===== src/rtl/canvas_write_arbiter.sv =====
// Arbitrates pixel writes from a freehand tool and a full-layer clear sweep
// onto four canvases sharing one registered write port.
module canvas_write_arbiter #(
    parameter  int WIDTH       = 640,
    parameter  int HEIGHT      = 480,
    parameter  int COLOR_WIDTH = 4,
    parameter  int CLEAR_COLOR = 0,
    localparam int XW          = $clog2(WIDTH),
    localparam int YW          = $clog2(HEIGHT)
) (
    input  logic                   clk,
    input  logic                   reset,
    input  logic                   tool_valid,
    input  logic [XW-1:0]          tool_x,
    input  logic [YW-1:0]          tool_y,
    input  logic [COLOR_WIDTH-1:0] tool_color,
    input  logic [2:0]             current_layer,
    input  logic [3:0]             layer_visible,
    input  logic                   clear_start,
    input  logic [2:0]             clear_layer,
    output logic                   tool_ready,
    output logic [3:0]             wr_enable,
    output logic [XW-1:0]          wr_x,
    output logic [YW-1:0]          wr_y,
    output logic [COLOR_WIDTH-1:0] wr_color,
    output logic                   clear_busy,
    output logic                   clear_done
);

    localparam logic [XW-1:0]          X_MAX = XW'(WIDTH - 1);
    localparam logic [YW-1:0]          Y_MAX = YW'(HEIGHT - 1);
    localparam logic [COLOR_WIDTH-1:0] CLR   = COLOR_WIDTH'(CLEAR_COLOR);

    typedef enum logic [1:0] {IDLE, CLEAR, DONE} state_t;

    state_t                 state_q, state_d;
    logic [XW-1:0]          cx_q, cx_d;
    logic [YW-1:0]          cy_q, cy_d;
    logic [2:0]             layer_q, layer_d;
    logic [3:0]             wr_en_q, wr_en_d;
    logic [XW-1:0]          wr_x_q, wr_x_d;
    logic [YW-1:0]          wr_y_q, wr_y_d;
    logic [COLOR_WIDTH-1:0] wr_color_q, wr_color_d;
    logic                   busy_q, busy_d;
    logic                   done_q, done_d;

    // Layers 1..4 map to strobe bits 0..3; anything else selects no canvas.
    function automatic logic [3:0] layer_onehot(input logic [2:0] layer);
        case (layer)
            3'd1:    layer_onehot = 4'b0001;
            3'd2:    layer_onehot = 4'b0010;
            3'd3:    layer_onehot = 4'b0100;
            3'd4:    layer_onehot = 4'b1000;
            default: layer_onehot = 4'b0000;
        endcase
    endfunction

    always_comb begin
        state_d    = state_q;
        cx_d       = cx_q;
        cy_d       = cy_q;
        layer_d    = layer_q;
        wr_en_d    = 4'b0000;
        wr_x_d     = wr_x_q;
        wr_y_d     = wr_y_q;
        wr_color_d = wr_color_q;
        busy_d     = 1'b0;
        done_d     = 1'b0;
        case (state_q)
            IDLE: begin
                if (clear_start && (layer_onehot(clear_layer) != 4'b0000)) begin
                    state_d    = CLEAR;
                    layer_d    = clear_layer;
                    cx_d       = '0;
                    cy_d       = '0;
                    wr_en_d    = layer_onehot(clear_layer);
                    wr_x_d     = '0;
                    wr_y_d     = '0;
                    wr_color_d = CLR;
                    busy_d     = 1'b1;
                end else if (tool_valid) begin
                    // Address/data only move when a canvas is actually strobed.
                    wr_en_d = layer_onehot(current_layer) & layer_visible;
                    if (wr_en_d != 4'b0000) begin
                        wr_x_d     = tool_x;
                        wr_y_d     = tool_y;
                        wr_color_d = tool_color;
                    end
                end
            end
            CLEAR: begin
                // cx_q/cy_q track the pixel currently presented on wr_*.
                if ((cx_q == X_MAX) && (cy_q == Y_MAX)) begin
                    state_d = DONE;
                    done_d  = 1'b1;
                end else begin
                    if (cx_q == X_MAX) begin
                        cx_d = '0;
                        cy_d = cy_q + 1'b1;
                    end else begin
                        cx_d = cx_q + 1'b1;
                    end
                    wr_en_d    = layer_onehot(layer_q);
                    wr_x_d     = cx_d;
                    wr_y_d     = cy_d;
                    wr_color_d = CLR;
                    busy_d     = 1'b1;
                end
            end
            DONE:    state_d = IDLE;
            default: state_d = IDLE;
        endcase
    end

    always_ff @(posedge clk) begin
        if (reset) begin
            state_q    <= IDLE;
            cx_q       <= '0;
            cy_q       <= '0;
            layer_q    <= '0;
            wr_en_q    <= '0;
            wr_x_q     <= '0;
            wr_y_q     <= '0;
            wr_color_q <= '0;
            busy_q     <= 1'b0;
            done_q     <= 1'b0;
        end else begin
            state_q    <= state_d;
            cx_q       <= cx_d;
            cy_q       <= cy_d;
            layer_q    <= layer_d;
            wr_en_q    <= wr_en_d;
            wr_x_q     <= wr_x_d;
            wr_y_q     <= wr_y_d;
            wr_color_q <= wr_color_d;
            busy_q     <= busy_d;
            done_q     <= done_d;
        end
    end

    assign tool_ready = (state_q == IDLE);
    assign wr_enable  = wr_en_q;
    assign wr_x       = wr_x_q;
    assign wr_y       = wr_y_q;
    assign wr_color   = wr_color_q;
    assign clear_busy = busy_q;
    assign clear_done = done_q;

endmodule


===== config.mk =====
export PLATFORM = sky130hd
export DESIGN_NAME = canvas_write_arbiter
export DESIGN_NICKNAME = d
export VERILOG_FILES = /design/src/rtl/canvas_write_arbiter.sv
export SDC_FILE = /design/constraint.sdc
export NUM_CORES = 1
export LEC_CHECK = 0
export ABC_AREA = 1
export CORE_MARGIN = 3
export CORE_UTILIZATION = 35
export CTS_CLUSTER_DIAMETER = 120
export DETAILED_ROUTE_END_ITERATION = 8
export DONT_BUFFER_PORTS = 1
export PLACE_DENSITY = 0.49
export SLEW_MARGIN = 20
export SYNTH_ARGS = -nofsm -noshare
export SYNTH_HDL_FRONTEND = slang
export SYNTH_SLANG_ARGS = --single-unit

===== constraint.sdc =====
create_clock -name clk -period 1.77 [get_ports clk]
set_input_delay 0.354 -clock clk [delete_from_list [all_inputs] [get_ports clk]]
set_output_delay 0.354 -clock clk [all_outputs]
set_load 0.05 [all_outputs]

=== After elaboration in Yosys (flattened, before gate mapping) ===
Index checks and enable logic that the tools add are counted.

* Register bits after elaboration: 53
* Logic and storage cells: 84

* Add/subtract/negate cells: 2
* Equal/unequal tests: 20
* Mux-type cells: 39
* Bitwise gates (word level): 2
* Reduce and logical (&&, ||, !) cells: 11

{| class="wikitable"
|+ Operators by type and width
! kind !! number
|-
| $mux 10 || 6
|-
| $mux 9 || 6
|-
| $pmux 4 s4 || 3
|-
| $mux 4 || 11
|-
| $pmux 10 s2 || 2
|-
| $pmux 9 s2 || 2
|-
| $eq 3x2->1 const B || 6
|-
| $pmux 4 s2 || 2
|-
| $add 10x1->10 const B || 1
|-
| $eq 10x10->1 const B || 1
|-
| $add 9x1->9 const B || 1
|-
| $eq 3x1->1 const B || 3
|-
| $eq 3x3->1 const B || 3
|-
| $eq 9x9->1 const B || 1
|-
| $reduce_bool 4->1 || 2
|-
| $and 4x4->4 || 1
|-
| $mux 2 || 2
|-
| $ne 2x2->1 const B || 2
|-
| $pmux 2 s2 || 1
|-
| $reduce_and 2->1 || 2
|-
| $reduce_and 4->1 || 1
|-
| $mux 1 || 3
|-
| $ne 3x1->1 const B || 1
|-
| $ne 3x2->1 const B || 1
|-
| 9 further kinds || 10
|}

=== Logic depth before layout (Yosys ltp) ===
* Depth in word-level cells: 13
* Mapped depth: 12

=== Worst setup path before layout ===
No wires, ideal clock.

* Kind: register to register
* Start: register state_q[1]
* End: register cy_q[1]
* Setup time: 0.117 ns
* Data arrival time: 1.921 ns
* Path slack: -0.269 ns
* Stages on the path, launching flop included: 9
* Cells stage by stage: dfxtp_1 nor2_1 inv_1 nor2_2 inv_1 o21ai_2 nand2_1 nand2_1 a21oi_1

* Word-level cells in the longest chain between the ends: 3

{| class="wikitable"
|+ Ends and longest elaborated chain
! what !! RTL line !! RTL
|-
| start, declared || 36 || <nowiki>state_t state_q, state_d;</nowiki>
|-
| start signal, assigned || 128 || <nowiki>state_q <= state_d;</nowiki>
|-
| $logic_not 2->1 (*) || -- ||
|-
| named net tool_ready || 21 || <nowiki>output logic tool_ready,</nowiki>
|-
| $ne 2x1->1 (no source line) / $reduce_bool 2->1 (equally long branches) || -- ||
|-
| $reduce_and 3->1 (no source line) || -- ||
|-
| end signal, assigned || 130 || <nowiki>cy_q <= cy_d;</nowiki>
|-
| end, declared || 38 || <nowiki>logic [YW-1:0] cy_q, cy_d;</nowiki>
|}

Mark *: on every way through the listed nets, which the timed path passes. The rest lies on a longest branch.
A chain may end at the register's enable or synchronous reset.

=== Worst setup path after layout ===
* Start: register cx_q[0]
* End: register cy_q[3]

* Word-level cells in the longest chain between the ends: 4

{| class="wikitable"
|+ Ends and longest elaborated chain
! what !! RTL line !! RTL
|-
| start, declared || 37 || <nowiki>logic [XW-1:0] cx_q, cx_d;</nowiki>
|-
| start signal, assigned || 118 || <nowiki>cx_q <= '0;</nowiki>
|-
| start signal, assigned || 129 || <nowiki>cx_q <= cx_d;</nowiki>
|-
| $eq 10x10->1 (*) || 93, 97 ||
|-
| $mux 9 / $logic_and 1x1->1 (equally long branches) || 97, 93 ||
|-
| $mux 9 / $ne 2x2->1 (equally long branches) || -- ||
|-
| $pmux 9 s2 / $reduce_and 3->1 (equally long branches) || -- ||
|}

Every way passes the cells marked *; elsewhere a longest branch is shown, timed or not. The select of a mux whose other input is x is not followed.

==> results.sh <==
export IMPL_dr_pass1_iters=4
export IMPL_num_io_pins=67
export IMPL_core_area_um2=8300
export IMPL_yosysTopAreaCell="dfxtp_1"
export IMPL_ys_ff_latch=53
export IMPL_layout_min_cycle_time_ns=1.74
export IMPL_cts_root_buffer_cell="clkbuf_8"
export IMPL_status="finished clean"
export IMPL_setup_violations=0
export IMPL_fin_hold_ws_ns=0.0955
export IMPL_synth_area_um2=3020
export IMPL_p_int_mw=2.00
export IMPL_swShare_pct=36.3
export IMPL_ys_warn_count=0
export IMPL_rsz0062_at_grt="true"
export IMPL_whs_path_depth=1
export IMPL_initial_core_util_pct=36.3
export IMPL_cts_buffer_depth=2
export IMPL_syn_inst=477
export IMPL_period_share_pct=98.2
export IMPL_synthArstFlopShare_pct=0
export IMPL_final_cell_mix="nand2_1 (143), nor2_1 (70), inv_1 (54)"
export IMPL_dpl_hpwl_um=6550
export IMPL_switchingPower_mw=1.14
export IMPL_skew_ns=0.00923
export IMPL_htreeDepth=2
export IMPL_relSlewSlack_pct=63.4
export IMPL_fin_util_pct=47.0
export IMPL_grt_usage_pct=18.4
export IMPL_ant_nets=0
export IMPL_viasPerCell=4.78
export IMPL_routedWlPerCell_um=14.5
export IMPL_hold_path_class="in -> reg"
export IMPL_seq_power_share_pct=51.1
export IMPL_combPwrFrac_pct=22.2
export IMPL_seq_area_frac_synth_pct=35.2
export IMPL_drt_initial_drc_count=197
export IMPL_endpoint_kind="flip-flop"
export IMPL_power_density_nw_per_um2=805
export IMPL_rows=33
export IMPL_ir_drop_mv=0.516
export IMPL_synthTopCellsByArea="dfxtp_1 (35%), nand2_1 (19%), nor2_1 (9.3%)"
export IMPL_worstSkewPairLatency_ns=0.31
export IMPL_drcViolationCount=0
export IMPL_required_ns=1.96
export IMPL_max_freq_mhz=575
export IMPL_synth_nets=516
export IMPL_syn_avg_cell_area_um2=6.32
export IMPL_worstPathMaxFanout=11
export IMPL_die_w_um=98.8
export IMPL_synth_cell_types=30
export IMPL_antenna_diode_count=0
export IMPL_power_frac_clock_pct=26.8
export IMPL_antenna_found_initial=0
export IMPL_total_leakage_power_nw=1.90
export IMPL_area_delta_synth_final_pct=29.2
export IMPL_p_total_mw=3.14
export IMPL_hold_violations=0
export IMPL_worst_pin_slew_ns=0.548
export IMPL_gp_congestion=0.911
export IMPL_drive_gt1_share_pct=24.7
export IMPL_cts_tree="built"
export IMPL_die_area_um2=9770
export IMPL_ctsHoldBuffers=0
export IMPL_synth_top_area_share_pct=35.2
export IMPL_layout_nets=574
export IMPL_clock_sinks=53
export IMPL_path_clk_slew_ns=0.10
export IMPL_maxSlewViolCount=0
export IMPL_ff2ff_path_depth=12
export IMPL_die_height_um=98.8
export IMPL_criticalPathCategory="reg -> reg"
export IMPL_start_kind="flip-flop"
export IMPL_final_common_cell="nand2_1"
export IMPL_grt_pass1_wl_um=14400
export IMPL_drv_cap=0
export IMPL_grt_start_max_net_pins=25
export IMPL_io_buffer_count=0
export IMPL_cts_made_buffers=5
export IMPL_arrival_ns=1.93
export IMPL_yosys_most_used_dff="dfxtp_1"
export IMPL_r2r_slack_ns=0.03
export IMPL_grt_pass1_vias=2774
export IMPL_grt_overflow=0
export IMPL_vias=3056
export IMPL_synth_enable_flop_cells=0
export IMPL_wl_um=9260
-- registers in the layout, summed over array words and instances (netlist names), 2 cells and up --
register / flops
cx_q: 10
cy_q: 9
layer_q: 3
state_q: 2
wr_color: 4
wr_enable: 4
wr_x: 10
wr_y: 9
-- cell families (layout without fill, tap and decap cells) --
| logic type | after synthesis | after routing | synth area share, % |
|---|---|---|---|
| simple gates | 304 | 306 | 44.3 |
| buf+inv | 72 | 128 | 10.4 |
| flops | 53 | 53 | 35.2 |
| compound gates | 41 | 41 | 7.88 |
| xor+xnor | 5 | 5 | 1.45 |
| fa+ha+maj | 2 | 2 | 0.829 |
-- stage by stage --
step / setup WS [ns] / instance area [um2] / setup TNS (ns) / std cells
2_1_floorplan: 0.0195 / 3020 / 0 / 477
3_3_place_gp: -0.324 / 3520 / -4.86 / 623
3_5_place_dp: -0.395 / 3520 / -6.03 / 623
4_1_cts: 0.0233 / 3660 / 0 / 632
5_1_grt: -0.0881 / 3900 / -1.22 / 640
6_report: 0.0312 / 3900 / 0 / 640
-- worst max-delay path: stages, from the launching register on --
cell	delay, ns
dfxtp_2	0.36
ha_4	0.15
nand2_4	0.06
nor2_4	0.14
nand3_4	0.13
nor2_8	0.13
buf_6	0.12
nor2_4	0.04
nor2_4	0.18
buf_12	0.17
nand2_1	0.05
nand2_1	0.05
a21oi_1	0.05
-- what timing repair did --
| item | 4_1_cts | 5_1_grt |
|---|---|---|
| pin swaps | 2 | 9 |
| resized for setup | 6 | 41 |
| cloned | 2 | 2 |
| setup endpoints to repair | 22 | 41 |
| setup buffers | 0 | 6 |
-- routing by layer --
layer / track usage (%) / vias up / share of wire (%)
li1: - / 1618 / -
met2: 28.6 / 90 / 46
met4: 4.41 / 0 / 1.4
met5: 0 / - / 0
met3: 3.26 / 12 / 7.3
met1: 26.4 / 1336 / 46
-- path summary, 6_finish.rpt --
check                                start           end
worst max-delay path               cx_q[0]       cy_q[3]
worst min-delay path                 reset       cx_q[8]
worst max register to register     cx_q[0]       cy_q[3]
worst min register to register  layer_q[2]  wr_enable[3]
-- power by group through the flow --
| stage | clock [mW] | sequential (mW) | combinational (mW) |
|---|---|---|---|
| CTS | 0.856 | 1.60 | 0.631 |
| floorplan | 0 | 1.62 | 0.421 |
| global placement | 0 | 1.63 | 0.613 |
| finish | 0.839 | 1.60 | 0.696 |
| detailed placement | 0 | 1.63 | 0.619 |
| global route | 0.896 | 1.62 | 0.793 |
-- cells in the mapped netlist (5+ instances only) --
cell type,count
dfxtp_1,53
nand3_1,28
nand4_1,15
nor2_1,75
a21oi_2,5
o21ai_0,7
nor3_1,8
inv_1,55
a21oi_1,23
buf_2,7
nand2_2,12
nand2_1,151
-- layout make-up --
type | instances | area, um2
well taps | 105 | 131
clock inverters | 2 | 35.0
repair inverters | 1 | 7.51
multi-input cells | 354 | 1790
clock buffers | 5 | 68.8
repair buffers | 65 | 589
flip-flops and latches | 53 | 1060
fillers | 859 | 4400
inverters | 55 | 210
Power figures use the tool's default switching activity.
==> RTL change (config.mk and constraints unchanged) <==
`HEIGHT`: 480 -> 960.
--- a/src/rtl/canvas_write_arbiter.sv
+++ b/src/rtl/canvas_write_arbiter.sv
@@ -2,7 +2,7 @@
 // onto four canvases sharing one registered write port.
 module canvas_write_arbiter #(
     parameter  int WIDTH       = 640,
-    parameter  int HEIGHT      = 480,
+    parameter  int HEIGHT      = 960,
     parameter  int COLOR_WIDTH = 4,
     parameter  int CLEAR_COLOR = 0,
     localparam int XW          = $clog2(WIDTH),
Interface: changed (resized tool_y and wr_y); port bits go from 67 to 69. No check against the original RTL was run, so the function may have changed too.
==> RTL change against the unedited design <==
- clock power is 9.1% lower
- total power is 3.1% higher
- worst setup slack worse by 59 ps
- sequential power is 5% higher
- sequential cell count is 2 higher
- wire length is 3.0% lower
- final area is 1.2% lower
- critical endpoint is now cx_q[6]
- count of clock-buffer cells in the layout stayed put
- synthesized area is 0.79% higher
- combinational power is 14% higher
- sequential share of layout area is 1.5 points higher
- the flow now finishes with violations (setup timing)
==> RTL change: results (changes against the unedited design) <==
clk_skew 10.7 ps (was 9.23 ps); met1 Use GR 20.7% (was 26.4%); Max FO, Critical Path 7 (was 11); share of cells above drive strength 1 22.3% (was 24.7%); worst hold endpoint cy_q[2] (was cx_q[8]); WP data arrival 2070 ps (was 1930 ps); status finished with violations (was finished clean); slack of the critical path -28.2 ps (was 31.2 ps); Post-DP Area 0.00336 mm^2 (was 0.00352 mm^2); setup violators final 9 (was 0); Power Clock 763 uW (was 839 uW); starting DRC count in detailed routing 137 (was 197); failing checks setup timing; r2r worst-path depth 10 (was 12); Reg-to-Reg Start cx_q[1] (was cx_q[0]); met3 routed WL 391 um (was 678 um); Met2 Wirelength 4.51 mm (was 4.23 mm); synth top area cells dfxtp_1 (36%), nand2_1 (21%), nor2_1 (9.5%) (was dfxtp_1 (35%), nand2_1 (19%), nor2_1 (9.3%)); Finished Layout Cells 629 (was 640); dpl ws 72.6 ps (was -395 ps); number of filler cells placed in the layout 883 (was 859); RePlAce Congestion 0.888 (was 0.911); total negative slack -53.3 ps (was 0 ps); GR Util met3 3.93% (was 3.26%); Avg Inst Size Synth 6.15 um^2 (was 6.32 um^2); post-synthesis sequential area ratio 36.2% (was 35.2%); synth cell count leaders nand2_1 (171), nor2_1 (77), inv_1 (58) (was nand2_1 (151), nor2_1 (75), inv_1 (55)); dpl hpwl 6.16 mm (was 6.55 mm); Lkg Pwr 0.00180 uW (was 0.00190 uW); Net Count, Synth 534 (was 516); placed insts 613 (was 623)
-- RTL change: layout make-up --
cell class / instances / area share [%]
clock buffer: 5 / 1.79
clock inverter: 3 / 0.715
inverter: 61 / 6.04
multi-input combinational: 361 / 47.7
sequential: 55 / 28.8
tap: 105 / 3.41
timing repair buffer: 39 / 11.6
-- RTL change: cell families after synthesis --
kind of cell             share of synthesized area [%]
AO/OA/AOI/OAI                                     7.65
XOR/XNOR                                         0.576
buffers and inverters                             11.0
flip-flops                                        36.2
AND/OR/NAND/NOR                                   43.7
adder cells (fa/ha/maj)                          0.823
-- RTL change: how the worst max path moves through the flow --
stage,from,endpoint,slack [ps],depth (start not counted)
6_report,cx_q[1],cx_q[6],-30,10
5_1_grt,cx_q[1],cx_q[6],-140,10
4_1_cts,cx_q[0],cx_q[0],50,10
3_5_place_dp,cx_q[0],wr_y[7],70,11
3_3_place_gp,cx_q[0],wr_y[0],60,9
2_1_floorplan,state_q[1],cy_q[0],60,7
